File: config.mk
export PLATFORM = sky130hd
export DESIGN_NAME = otp_sequencer
export DESIGN_NICKNAME = d
export VERILOG_FILES = /design/src/rtl/otp_sequencer_pkg.sv /design/src/rtl/otp_block_mux.sv /design/src/rtl/otp_sequencer.sv
export SDC_FILE = /design/constraint.sdc
export NUM_CORES = 1
export LEC_CHECK = 0
export ABC_CLOCK_PERIOD_IN_PS = 3200
export CORE_MARGIN = 10
export CORE_UTILIZATION = 47
export CTS_BUF_LIST = sky130_fd_sc_hd__clkbuf_16
export DETAILED_ROUTE_END_ITERATION = 7
export GPL_TIMING_DRIVEN = 0
export HOLD_SLACK_MARGIN = 0.12
export PLACE_DENSITY_LB_ADDON = 0.2
export SKIP_LAST_GASP = 1
export SYNTH_ARGS = -nofsm -noshare
export SYNTH_HDL_FRONTEND = slang
export SYNTH_HIERARCHICAL = 1
export SYNTH_SLANG_ARGS = --single-unit
File: constraint.sdc
create_clock -name clk -period 3.2 [get_ports clk]
set_input_delay 0.64 -clock clk [delete_from_list [all_inputs] [get_ports clk]]
set_output_delay 0.64 -clock clk [all_outputs]
set_load 0.01 [all_outputs]
File: src/rtl/otp_sequencer_pkg.sv
// Shared constants and state encoding for the one-time-pad sequencer.
//   MSG_SIZE  : plaintext / pad / cyphertext width
//   KEY_SIZE  : width of one key block fed to the cypher per cycle
//   NBLK      : number of key blocks per message
//   BLK_CNT_W : width of the key-block down-counter
//   state_t   : sequencer FSM states
package otp_sequencer_pkg;

    localparam int MSG_SIZE  = 32;
    localparam int KEY_SIZE  = 8;
    localparam int NBLK      = MSG_SIZE / KEY_SIZE;
    localparam int BLK_CNT_W = $clog2(NBLK + 1);

    typedef enum logic [2:0] {
        ST_IDLE  = 3'd0,
        ST_LOAD  = 3'd1,
        ST_SKEW  = 3'd2,
        ST_KEY   = 3'd3,
        ST_DRAIN = 3'd4,
        ST_HOLD  = 3'd5
    } state_t;

endpackage

File: src/rtl/otp_block_mux.sv
// Combinational selector of one KEY_SIZE block out of the pad register.
// Block 0 is the most significant block of the pad.
//   pad : full-length pad register
//   idx : block index k (0..NBLK-1)
//   blk : pad[MSG_SIZE-1-k*KEY_SIZE -: KEY_SIZE]; zero for an out-of-range index
module otp_block_mux
    import otp_sequencer_pkg::*;
(
    input  logic [MSG_SIZE-1:0]  pad,
    input  logic [BLK_CNT_W-1:0] idx,
    output logic [KEY_SIZE-1:0]  blk
);

    always_comb begin
        blk = '0;
        for (int i = 0; i < NBLK; i++) begin
            if (idx == BLK_CNT_W'(i)) begin
                blk = pad[MSG_SIZE-1-i*KEY_SIZE -: KEY_SIZE];
            end
        end
    end

endmodule

File: src/rtl/otp_sequencer.sv
// Control stage in front of the cypher. Accepts a message and a one-time pad,
// pulses the cypher load, streams the pad MSB block first on the key input,
// captures the cypher output after a fixed drain and hands it downstream.
// Flags an accepted pad that equals the previously accepted one.
//   clk, rst              : clock, synchronous active-high reset
//   in_valid/in_ready     : upstream handshake; in_msg / in_pad payload
//   cy_load/cy_msg/cy_key : drive the cypher; cy_out is its result bus
//   out_valid/out_ready   : downstream handshake; out_data is the cyphertext
//   busy                  : high whenever not IDLE
//   err_pad_reuse         : one-cycle advisory flag after a repeated pad
module otp_sequencer
    import otp_sequencer_pkg::*;
#(
    parameter int KEY_SKEW = 1,
    parameter int DRAIN    = 2
) (
    input  logic                clk,
    input  logic                rst,
    input  logic                in_valid,
    output logic                in_ready,
    input  logic [MSG_SIZE-1:0] in_msg,
    input  logic [MSG_SIZE-1:0] in_pad,
    output logic                cy_load,
    output logic [MSG_SIZE-1:0] cy_msg,
    output logic [KEY_SIZE-1:0] cy_key,
    input  logic [MSG_SIZE-1:0] cy_out,
    output logic                out_valid,
    input  logic                out_ready,
    output logic [MSG_SIZE-1:0] out_data,
    output logic                busy,
    output logic                err_pad_reuse
);

    if (MSG_SIZE % KEY_SIZE != 0) begin : g_bad_msg_size
        $error("otp_sequencer: MSG_SIZE must be a multiple of KEY_SIZE");
    end
    if (KEY_SKEW < 1) begin : g_bad_key_skew
        $error("otp_sequencer: KEY_SKEW must be at least 1");
    end
    if (DRAIN < 1) begin : g_bad_drain
        $error("otp_sequencer: DRAIN must be at least 1");
    end

    // One timer serves both SKEW and DRAIN, so size it for the longer one.
    localparam int TMAX = (KEY_SKEW > DRAIN) ? KEY_SKEW : DRAIN;
    localparam int TW   = $clog2(TMAX + 1);

    state_t                 state, state_n;
    logic [BLK_CNT_W-1:0]   blk_cnt, blk_cnt_n;
    logic [TW-1:0]          tmr, tmr_n;
    logic [MSG_SIZE-1:0]    pad_reg;
    logic                   hist_vld;
    logic                   accept;
    logic                   capture;
    logic [BLK_CNT_W-1:0]   blk_idx;
    logic [KEY_SIZE-1:0]    pad_blk;

    // blk_cnt counts down from NBLK, so the MSB-first block index is NBLK - blk_cnt.
    assign blk_idx = BLK_CNT_W'(NBLK) - blk_cnt;

    otp_block_mux u_block_mux (
        .pad (pad_reg),
        .idx (blk_idx),
        .blk (pad_blk)
    );

    // Next-state logic
    always_comb begin
        state_n   = state;
        blk_cnt_n = blk_cnt;
        tmr_n     = tmr;
        accept    = 1'b0;
        capture   = 1'b0;
        case (state)
            ST_IDLE: begin
                if (in_valid) begin
                    accept  = 1'b1;
                    state_n = ST_LOAD;
                end
            end
            ST_LOAD: begin
                if (KEY_SKEW > 1) begin
                    state_n = ST_SKEW;
                    tmr_n   = TW'(KEY_SKEW - 1);
                end else begin
                    state_n   = ST_KEY;
                    blk_cnt_n = BLK_CNT_W'(NBLK);
                end
            end
            ST_SKEW: begin
                if (tmr == TW'(1)) begin
                    state_n   = ST_KEY;
                    blk_cnt_n = BLK_CNT_W'(NBLK);
                end else begin
                    tmr_n = tmr - TW'(1);
                end
            end
            ST_KEY: begin
                blk_cnt_n = blk_cnt - BLK_CNT_W'(1);
                if (blk_cnt == BLK_CNT_W'(1)) begin
                    state_n = ST_DRAIN;
                    tmr_n   = TW'(DRAIN);
                end
            end
            ST_DRAIN: begin
                if (tmr == TW'(1)) begin
                    capture = 1'b1;
                    state_n = ST_HOLD;
                end else begin
                    tmr_n = tmr - TW'(1);
                end
            end
            ST_HOLD: begin
                if (out_ready) begin
                    state_n = ST_IDLE;
                end
            end
            default: state_n = ST_IDLE;
        endcase
    end

    // State and datapath registers
    always_ff @(posedge clk) begin
        if (rst) begin
            state         <= ST_IDLE;
            blk_cnt       <= '0;
            tmr           <= '0;
            cy_msg        <= '0;
            pad_reg       <= '0;
            hist_vld      <= 1'b0;
            err_pad_reuse <= 1'b0;
            out_data      <= '0;
        end else begin
            state         <= state_n;
            blk_cnt       <= blk_cnt_n;
            tmr           <= tmr_n;
            err_pad_reuse <= accept && hist_vld && (in_pad == pad_reg);
            if (accept) begin
                cy_msg   <= in_msg;
                pad_reg  <= in_pad;
                hist_vld <= 1'b1;
            end
            if (capture) begin
                out_data <= cy_out;
            end
        end
    end

    // in_ready is held low while reset is asserted, whatever the state.
    assign in_ready  = (state == ST_IDLE) && !rst;
    assign cy_load   = (state == ST_LOAD);
    assign cy_key    = (state == ST_KEY) ? pad_blk : '0;
    assign out_valid = (state == ST_HOLD);
    assign busy      = (state != ST_IDLE);

endmodule

==> summary.md, run 1 <==
| Metric | Value |
|---|---|
| Fillcell total | 765 |
| Nets@finish | 850 |
| Leakage power | 2.459 nW |
| CP arrival | 2.43 ns |
| Endpoints failing hold | 0 |
| Most used DFF post-synth | dfxtp_1 |
| Max VDD drop | 270.9 µV |
| CTS tree | yes |
| Pwr Density | 466.7 nW/µm² |
| IO buf count | 175 |
| Period utilisation layout | 95.79% |
| Starting DRT DRC Count | 328 |
| RSZ-0062 raised after global routing | false |
| Startpoint types | flop |
| CP Capture Type | primary output |
| Place WS | 0.3621 ns |
| CTS buffer count | 9 |
| # Post-CTS Setup Buffers | 0 |
| CTS max path bufs | 2 |
| HP Class | reg -> reg |
| Mapped Avg Cell Area | 8.136 µm² |
| Post-DRT Antenna Nets | 0 |
| I/O pins | 177 |
| Netlist cell types | 37 |
| Antenna diode count | 0 |
| Site Rows | 35 |
| Overall Global Routing Usage | 19.97% |
| GP Congestion | 0.9310 |
| Synthesis-to-finish area growth | 48.43% |
| Wire per inst | 17.02 µm |
| Area share of fa/ha/maj cells after synthesis | 0.8194% |
| Setup violators final | 0 |
| Initial core utilization | 48.88% |
| Vias per inst | 5.080 |
| Post-Syn Nets | 666 |
| Final core occ | 72.55% |
| Max_slew headroom | 61.71% |
| Core area | 9371 µm² |
| Global route total overflow | 0 |
| # clock sinks | 106 |
| Total Wirelength | 14,970 µm |
| Post-layout min period | 3.065 ns |
| Crit-path max cell delay | 0.55 ns |
| Mapped Cells | 563 |
| #FFs+latches synth | 106 |
| Die H | 118.7 µm |
| Setup Skew | 0.004461 ns |
| Sequential area share after synthesis | 46.33% |
| Die W | 118.7 µm |
| Hold-fix buffers, CTS | 0 |
| Slowest stage cell, crit path | clkdlybuf4s50_1 |
| Clock-pin slew on the worst setup and hold paths | 0.07 ns |
| Worst-path cell chain | inv_1 -> ha_1 -> xor2_1 -> nand2b_1 -> o22ai_1 -> and2_1 -> clkdlybuf4s50_1 |
| Synthesized area | 4581 µm² |
| R2r setup slk | 1.55 ns |
| Placed cell areas | 6494 µm² |
| Status | finished, final reports clean |
| Sum Neg Setup Slack | 0 ns |
| First-pass iteration count of the detailed router | 7 |
| Final worst slack | 0.1346 ns |
| Top post-synthesis cells by area | dfxtp_1, nand2_1, a21oi_1, xor2_1, mux2i_1 |
| Largest net degree at the start of global routing | 17 |
| Compound-cell area share of the yosys netlist | 13.25% |
| Req. time, crit path | 2.56 ns |
| Warnings, synthesis | 6 |
| Post-CTS Resized | 0 |
| Final Max Tran Viols | 0 |
| Global-route wire length before repair | 23,070 µm |
| Via count | 4,470 |
| Area share of the largest cell type after synthesis | 46.33% |
| Multiplexer area fraction after synthesis | 4.152% |
| Initial antenna violation count | 0 |
| Die area | 14,090 µm² |
| MaxCap Viol Count | 0 |
| EDFF count, synth | 0 |
| Vias in the first global route | 4,428 |
| Post-route cell area | 6799 µm² |
| Xor/xnor share of the synthesized area | 6.501% |
| Root buffer cell | clkbuf_16 |
| Synth area leader | dfxtp_1 |
| CP Max Fanout | 8 |
| Skew-Pair Late Insertion Delay | 0.34 ns |
| Post-synth ARST share | 0% |
| Critical setup path kind | reg -> out |
| Share of cells above drive strength 1 | 5.726% |
| Post-synthesis simple-gate area fraction | 22.37% |
| Maximum clock rate | 326.2 MHz |
| Worst Tran Pin Value | 0.5743 ns |
| Combinational family with the most area after synthesis | simple AND/OR/NAND/NOR gates |
| DRC | 0 |
| H-tree levels | 3 |
| Dpl hpwl | 11,440 µm |
==> cells in the mapped netlist (2+ instances only) <==
cell type,instances
nand4_1,2
nand3_1,3
nand2b_1,3
inv_1,4
dfxtp_1,106
nand3b_1,2
a311oi_1,2
ha_1,3
a211oi_1,2
buf_2,6
xor2_1,30
nor4_1,7
buf_4,2
nor2_1,8
and3b_1,3
nand2_1,193
mux2i_1,19
and2_1,8
buf_6,13
o22ai_1,8
clkbuf_1,19
xnor2_1,4
a21oi_1,102
==> per-stage QoR <==
stage / cells / power, W / hold WS (ns)
floorplan: 563 / 0.001750 / 0.4316
global placement: 867 / 0.002017 / 0.4411
detailed placement: 867 / 0.002035 / 0.4485
CTS: 881 / 0.003180 / 0.4560
global route: 880 / 0.003285 / 0.4724
finish: 880 / 0.003173 / 0.4574
==> power breakdown <==
part           switching (W)  total, W  internal [W]  leakage [nW]
clock network       0.000483   0.00116      0.000677         0.149
registers          0.0000482   0.00143       0.00139         0.864
logic               0.000272  0.000579      0.000307          1.45
==> layout make-up <==
class / count / area [µm²] / area share [%]
well taps: 129 / 161.4 / 2.374
clock buffers: 9 / 225.2 / 3.312
inverters: 4 / 15.01 / 0.2208
flip-flops and latches: 106 / 2123 / 31.23
multi-input cells: 411 / 2160 / 31.76
clock inverters: 6 / 83.83 / 1.233
repair buffers: 175 / 1752 / 25.76
plain buffers: 40 / 279.0 / 4.104
==> cells in the final DEF (no fill, tap or decap), types with 9 or more instances in the layout <==
cell type and count:
dfxtp_1 105, clkdlybuf4s50_1 175, nand2_1 193, mux2i_1 19, xor2_1 30, clkbuf_1 18
buf_6 13, a21oi_1 102, clkbuf_16 9
==> final timing paths <==
check / startpoint / end / cells after the start
worst max-delay path: blk_cnt[0] / cy_key[7] / 7
worst min-delay path: cy_msg[19] / cy_msg[19] / 2
worst max register to register: state[2] / cy_msg[15] / 6
worst min register to register: cy_msg[19] / cy_msg[19] / 2
==> per-layer routing <==
metal | GRT usage, % | wire length [µm]
met5 | 0 | 0
met4 | 5.802 | 215
met3 | 8.234 | 1575
met2 | 34.68 | 7502
met1 | 21.79 | 5680
==> critical path: cells and delay by family, from the launching register on <==
family                   cells  cell delay [ns]
buffers and inverters        2             0.60
AO/OA/AOI/OAI                1             0.21
flip-flops                   1             0.38
adder cells (fa/ha/maj)      1             0.23
AND/OR/NAND/NOR              2             0.51
XOR/XNOR                     1             0.16
==> cell families after synthesis <==
| group | Yosys count |
|---|---|
| simple gates | 239 |
| compound gates | 116 |
| flops | 106 |
| buf+inv | 46 |
| xor+xnor | 34 |
| mux | 19 |
| fa+ha+maj | 3 |
No activity file was read; power rests on OpenSTA's default activity.
==> inputs of run 2 (changes only) <==
Settings changed: CORE_MARGIN 10 to 2.
==> run 2 against run 1 <==
  * Clock power hardly changed
  * Via count about the same
  * Core utilization shrank 1.7 points
  * Cell count up 0.57%
  * Cell area hardly changed
  * Combinational power down 1%
  * Worst hold slack lost 0.0040 ns
  * Critical path depth grew 1
  * Non-clock buffer count is the same
  * Power decreased by 1.3%
  * Worst setup slack improved by 0.0014 ns
  * Global-route usage is 5.1 points higher
==> summary.md, run 2 (synthesis gave the netlist of run 1 again) <==
| Metric | Value |
|---|---|
| Worst-path cell chain | inv_1 -> ha_1 -> buf_6 -> buf_12 -> mux2i_1 -> o22ai_1 -> and2_1 -> clkdlybuf4s50_1 |
| CP Max Fanout | 10 (+2) |
| Worst Path Buf+Inv | 4 (+2) |
| Sum Neg Setup Slack | 0 ns (unchanged) |
| DP Cell Count | 871 (+0.46%) |
| Maximum clock rate | 326.4 MHz (about the same) |
| Core area | 9594 µm² (+2.4%) |
| Worst hold start | cy_msg[26] |
| Leakage power | 2.458 nW (about the same) |
| Die W | 102.7 µm (-13%) |
| CTS tree | yes |
| Final Max Tran Viols | 0 (unchanged) |
| Endpoints failing hold | 0 (unchanged) |
| CP arrival | 2.42 ns (about the same) |
| Vias in the first global route | 4,389 (-0.88%) |
| Clock-pin slew on the worst setup and hold paths | 0.07 ns (about the same) |
| Post-route cell area | 6798 µm² (about the same) |
| Commonest cells after routing, fill and taps aside | nand2_1, clkdlybuf4s50_1, dfxtp_1 |
| CTS buffer count | 9 (unchanged) |
| Initial core utilization | 47.74% (-1.1 points) |
| Storage cell area | 2123 µm² (unchanged) |
| Top Usage Layer GRT | met2 |
| Post-Layout Cell Count | 885 (+0.57%) |
| Req. time, crit path | 2.56 ns (about the same) |
| CP top delay family | buffers and inverters |
| Starting DRT DRC Count | 158 (-52%) |
| Hold-fix buffers, CTS | 0 (unchanged) |
| Pwr Density | 460.8 nW/µm² (-1.3%) |
| DRC | 0 (unchanged) |
| MaxCap Viol Count | 0 (unchanged) |
| Dpl hpwl | 9853 µm (-14%) |
| Initial antenna violation count | 0 (unchanged) |
| Hold path depth | 2 (unchanged) |
| Critical R2R Launch | state[2] |
| Worst Tran Pin Value | 0.5301 ns (-0.04424 ns) |
| CP Capture Type | primary output |
| Max VDD drop | 364.8 µV (+35%) |
| R2r setup slk | 1.55 ns (about the same) |
| Skew-Pair Late Insertion Delay | 0.34 ns (about the same) |
| Site Rows | 36 (+2.9%) |
| Die area | 10,550 µm² (-25%) |
| Met3 usage | 8.881% (+0.65 points) |
| H-tree levels | 3 (unchanged) |
| Slowest stage cell, crit path | clkdlybuf4s50_1 |
| Global-route wire length before repair | 20,800 µm (-9.8%) |
| IO buf count | 175 (unchanged) |
| Power Total | 0.003133 W (-1.3%) |
| Placed cell areas | 6499 µm² (about the same) |
| Post-DRT Antenna Nets | 0 (unchanged) |
| # clock sinks | 106 (unchanged) |
| Wire per inst | 14.85 µm (-13%) |
| Nets@finish | 850 (unchanged) |
| Post-CTS Resized | 0 (unchanged) |
| Die H | 102.7 µm (-13%) |
| Multi-input gate area | 2162 µm² (+0.12%) |
| Worst hold margin | 0.4534 ns (-0.003994 ns) |
| I/O pins | 177 (unchanged) |
| Most common cell after layout, fill and taps aside | nand2_1 |
| Antenna diode count | 0 (unchanged) |
| HP Class | reg -> reg |
| Share of cells above drive strength 1 | 5.851% (+0.13 points) |
| Via count | 4,471 (+0.022%) |
| Overall Global Routing Usage | 25.03% (+5.1 points) |
| GP Congestion | 0.8817 (-5.3%) |
| Post-layout min period | 3.064 ns (-0.001382 ns) |
| Max_slew headroom | 64.66% (+2.9 points) |
| R2r endpoint | err_pad_reuse |
| # Post-CTS Setup Buffers | 0 (unchanged) |
| Period utilisation layout | 95.75% (about the same) |
| Vias per inst | 5.052 (-0.54%) |
| RSZ-0062 raised after global routing | false |
| Hold EP | cy_msg[26] |
| CTS max path bufs | 2 (unchanged) |
| Critical setup path kind | reg -> out |
| Status | finished, final reports clean |
| Grt met1 use | 29.94% (+8.1 points) |
| Synthesis-to-finish area growth | 48.40% (about the same) |
| Fillcell total | 798 (+4.3%) |
| Root buffer cell | clkbuf_16 |
| Global route total overflow | 0 (unchanged) |
| First-pass iteration count of the detailed router | 6 (-1) |
| Crit-path max cell delay | 0.47 ns (-0.08 ns) |
| Setup violators final | 0 (unchanged) |
| Startpoint types | flop |
| Largest net degree at the start of global routing | 19 (+2) |
| Reg2Reg Depth | 5 (-1) |
| Setup Skew | 0.006703 ns (+0.002242 ns) |
| Met2 usage | 41.53% (+6.8 points) |
| Total Wirelength | 13,150 µm (-12%) |
==> run 2: cell type report <==
class	instances	share of cell area, %
Buffer	40	4.105
Inverter	4	0.2209
Clock inverter	7	1.104
Clock buffer	9	3.313
Multi-Input combinational cell	411	31.81
Tap cell	133	2.448
Sequential cell	106	31.24
Timing Repair Buffer	175	25.77
==> run 2: worst max path at each step <==
stage                     from  cells past startpoint  slack, ns         to
CTS                 blk_cnt[0]                      7       0.04  cy_key[0]
global placement    blk_cnt[0]                      8       0.43  cy_key[7]
global route        blk_cnt[0]                      8       0.04  cy_key[4]
finish              blk_cnt[0]                      8       0.14  cy_key[3]
detailed placement  blk_cnt[0]                      8       0.35  cy_key[0]
floorplan           blk_cnt[0]                      7       1.08  cy_key[0]
==> run 2: stage by stage <==
stage          util [%]  setup WS [ns]
5_1_grt           70.85        0.03924
2_1_floorplan         -          1.077
4_1_cts           70.83        0.03989
3_3_place_gp      67.74         0.4262
6_report          70.85         0.1360
3_5_place_dp      67.74         0.3497
==> run 2: per-layer routing <==
metal	routed length, µm	vias up
met5	0	-
li1	-	2219
met4	260	0
met2	6310	163
met3	1185	23
met1	5388	2066
==> run 2: report_power, final <==
part	internal [W]	leakage (nW)	switching, W	total, W
Sequential	0.00139	0.864	0.0000487	0.00143
Combinational	0.000307	1.45	0.000264	0.000571
Clock	0.000615	0.147	0.000513	0.00113
==> run 2: worst min-delay path, delay by kind of cell (launching register included) <==
family / cells / cell delay (ns)
flip-flops: 1 / 0.31
AO/OA/AOI/OAI: 1 / 0.05
AND/OR/NAND/NOR: 1 / 0.05
==> patch 1, RTL diff (flow settings as in run 1) <==
Make the reset (`rst`) asynchronous in one clocked block. Comments in the files are not updated.
--- a/src/rtl/otp_sequencer.sv
+++ b/src/rtl/otp_sequencer.sv
@@ -121,5 +121,5 @@
 
     // State and datapath registers
-    always_ff @(posedge clk) begin
+    always_ff @(posedge clk or posedge rst) begin
         if (rst) begin
             state         <= ST_IDLE;
Function: differs if rst is asserted again (counterexample within 4 cycles, from zero or initial values and one cycle with rst high); with rst held inactive, the same outputs for 10 cycles.
==> patch 1 against run 1 <==
  * Area after synthesis increased by 4.2%
  * Critical path type unchanged
  * Sequential cell count unchanged
  * Count of clock-buffer cells in the layout unchanged
  * Sequential share of layout area increased by 6.6 points
  * Core utilization decreased by 1.1 points
  * Routed wire length decreased by 12%
  * Global-route usage decreased by 1.8 points
  * Maximum frequency decreased by 0.85%
  * Cell area increased by 3.2%
  * Critical endpoint is now cy_key[1]
  * Worst setup slack got worse by 26 ps
Power is not compared: it rests on default switching activity, and its combinational part moved more than twofold at a synthesized area within 25%.
==> patch 1: results (changes against run 1) <==
metric,value,unit,change
status,completed,,
grt_max_degree,42,,+25
drt_iter0_markers,95,,-71%
portBuffers,176,,+0.57%
async_flop_share,100,%,+100 points
crit_fanout,10,,+2
synthTopCellsByArea,"dfrtp_1, mux2_2, mux2i_1, xor2_1, xnor2_1",,
syn_avg_cell_area,13.8,µm²,+69%
synthMuxAreaShare,26.0,%,+22 points
ys_types,36,,-2.7%
synthAdderAreaFrac,0.787,%,-0.033 points
fin_worst_skew,5.09,ps,+0.632 ps
synth.yosys.seq_area_share,55.6,%,+9.3 points
worst_slew_pin_slew,865,ps,+291 ps
yosys-top-cells-count,"dfrtp_1, mux2_2, xor2_1",,
antenna_found_initial,1,,+1
grt_pass1_vias,3789,,-14%
place_congestion,0.777,,-16%
preCtsSetupSlack,362,ps,-0.419 ps
dp.final_hpwl,10300,µm,-9.7%
wirelength,13100,µm,-12%
grtUsageTotal,18.2,%,-1.8 points
arrival,2450,ps,+20 ps
nNetsFinal,637,,-25%
fmax,323,MHz,-0.85%
drt-pass1-iter-count,4,,-3
hp-class,flip-flop to flip-flop,,
dp_cells,657,,-24%
finalNonFillerCells,672,,-24%
synth_compound_area_share,2.81,%,-10 points
cpPeakStageDelay,480,ps,-70 ps
drive_gt1_share,24.0,%,+18 points
syn_nets,449,,-33%
vias,3390,,-24%
whs,493,ps,+35.5 ps
yosys.area_share.xor_xnor,6.24,%,-0.26 points
rrSetupSlack,1210,ps,-340 ps
grt_pass1_wl,20700,µm,-10%
[patch 1: power groups by stage]
stage / registers [µW] / logic, µW / clock network (µW)
floorplan: 2240 / 1350 / 0
global placement: 2160 / 2480 / 0
detailed placement: 2190 / 2520 / 0
CTS: 2170 / 2530 / 995
global route: 2250 / 2740 / 1060
finish: 2180 / 2540 / 969
[patch 1: cell type report]
class / count / area (µm²)
diodes: 1 / 2.50
plain buffers: 17 / 103
clock buffers: 9 / 225
clock inverters: 6 / 26.3
fillers: 748 / 2800
inverters: 5 / 22.5
multi-input cells: 216 / 2010
flip-flops and latches: 106 / 2650
well taps: 133 / 166
repair buffers: 179 / 1810
[patch 1: worst paths after layout]
path / cells past startpoint / from / to
worst max-delay path: 8 / blk_cnt[0] / cy_key[1]
worst min-delay path: 1 / tmr[1] / tmr[1]
worst max register to register: 5 / state[1] / pad_reg[10]
worst min register to register: 1 / tmr[1] / tmr[1]
max in group asynchronous: 3 / rst / pad_reg[20]
min in group asynchronous: 2 / rst / cy_msg[23]
[patch 1: metal layers]
layer | global-route usage (%) | share of wire (%) | vias to the layer above
li1 | - | - | 1593
met1 | 19.8 | 37 | 1685
met2 | 31.2 | 52 | 108
met3 | 8.47 | 11 | 4
met4 | 4.98 | 0.65 | 0
met5 | 0 | 0 | -
[patch 1: timing repair]
action                                  in CTS  in global routing
gates resized for setup                      0                  5
pin swaps                                    0                  0
cloned                                       0                  0
buffers inserted                             0                  1
endpoints found under the setup margin       6                  8
[patch 1: cells by family (layout without fill, tap and decap cells)]
kind of cell / count (synthesis) / count (layout)
AOI/OAI and AO/OA: 22 / 22
and+or+nand+nor: 45 / 45
DFF: 106 / 106
adders and majority gates: 3 / 3
other: 0 / 1
xor gates and xnor gates: 34 / 34
muxes: 112 / 112
buffers and inverters: 24 / 216
==> patch 2, RTL diff (flow settings as in run 1) <==
Made on the original files. The package constant `MSG_SIZE` goes from 32 to 128.
--- a/src/rtl/otp_sequencer_pkg.sv
+++ b/src/rtl/otp_sequencer_pkg.sv
@@ -7,5 +7,5 @@
 package otp_sequencer_pkg;
 
-    localparam int MSG_SIZE  = 32;
+    localparam int MSG_SIZE  = 128;
     localparam int KEY_SIZE  = 8;
     localparam int NBLK      = MSG_SIZE / KEY_SIZE;
Interface: changed (5 resized); port bits go from 177 to 657. No check against the original RTL was run, so the function may have changed too.
==> patch 2 against run 1 <==
  * The flow now finishes with violations (design-rule violations, negative setup slack)
  * Power rose to 4.1 times the old value
  * Area after synthesis rose to 3.7 times the old value
  * Sequential cell count rose by 290
  * Core utilization rose by 0.90 points
  * Worst setup slack got worse by 730 ps
  * Register-to-register slack got worse by 1200 ps
  * Routed wire length rose to 6.7 times the old value
  * Hold slack got worse by 2.2 ps
  * Non-clock buffer count rose by 629
  * Cell area rose to 3.8 times the old value
  * Synthesized cell count rose to 3.9 times the old value
  * Count of clock-buffer cells in the layout rose by 34
  * First-iteration DRC count rose to 8.4 times the old value
==> patch 2: results (changes against run 1) <==
metric,value,unit,change
status,"complete, but fails checks",,
violations,"design-rule violations, negative setup slack",,
synthTopCellsByArea,"dfxtp_1, nand2_1, a21oi_1, clkbuf_1, xor2_1",,
yosys.area_share.xor_xnor,4.12,%,-2.4 points
finalNonFillerCells,3435,,+290%
grtUsageTotal,43.0,%,+23 points
r2r-start,state[1],,
post_drt_wl_per_cell,29.1,µm,+71%
timing.final.ws_setup,-600,ps,-735 ps
slowest_stage,dfxtp_4,,
ctsResizeCount,144,,+144
worst_slew_pin_slew,1180,ps,+606 ps
grt_pass1_wl,138000,µm,+500%
rrSetupSlack,360,ps,-1190 ps
drt_iter0_markers,2740,,+740%
gr-usage-met1,49.7,%,+28 points
p_leak,0.00923,µW,+280%
fin_worst_skew,18.4,ps,+13.9 ps
synthAdderAreaFrac,0.224,%,-0.60 points
numCtsBuffers,42,,+33
cpLargestDelayFamily,simple AND/OR/NAND/NOR gates,,
setup_viol,8,,+8
top_layer_used,met5,,
synth.yosys.seq_area_share,47.2,%,+0.89 points
rr_endpoint,cy_msg[96],,
syn_nets,2595,,+290%
clk_path_buf_depth,3,,+1
reg2reg_depth,8,,+2
portBuffers,655,,+270%
syn_avg_cell_area,7.62,µm²,-6.4%
ys_types,72,,+95%
route.met3.wl,13200,µm,+740%
antenna_found_initial,14,,+14
whs,455,ps,-2.16 ps
grt.met3_usage,14.5,%,+6.3 points
post_cts_buffers,27,,+27
finalSetupTns,-4330,ps,-4330 ps
synthMuxAreaShare,1.36,%,-2.8 points
drt-met1-wl,34600,µm,+510%
cts_max_level,2,,-1
min_to,cy_msg[43],,
yosys-top-cells-count,"nand2_1, a21oi_1, dfxtp_1",,
clock_latency,560,ps,+220 ps
drc,22,,+22
cpPeakStageDelay,380,ps,-170 ps
preCtsSetupSlack,-1080,ps,-1450 ps
grt_max_degree,14,,-3
dp_cells,3320,,+280%
wl_met2,43800,µm,+480%
synth_compound_area_share,18.6,%,+5.3 points
## patch 2: how the worst max path moves through the flow
stage | start | end | cells after the start
2_1_floorplan | blk_cnt[0] | cy_key[2] | 11
3_3_place_gp | blk_cnt[0] | cy_key[0] | 10
3_5_place_dp | blk_cnt[0] | cy_key[0] | 10
4_1_cts | blk_cnt[0] | cy_key[4] | 11
5_1_grt | blk_cnt[0] | cy_key[2] | 12
6_report | blk_cnt[0] | cy_key[0] | 13
## patch 2: area by class of cell
| type | instances | area [µm²] |
|---|---|---|
| plain buffers | 153 | 722 |
| inverters | 70 | 269 |
| clock inverters | 27 | 221 |
| fillers | 2634 | 9400 |
| diodes | 12 | 30.0 |
| repair buffers | 691 | 6840 |
| flip-flops and latches | 396 | 7940 |
| well taps | 461 | 577 |
| clock buffers | 43 | 1080 |
| multi-input cells | 1582 | 8320 |
## patch 2: where the power goes
part	internal [µW]	switching [µW]	leakage [µW]
clock network	2740	2060	0.000673
registers	5160	248	0.00322
logic	1270	1500	0.00534
total	9170	3810	0.00923
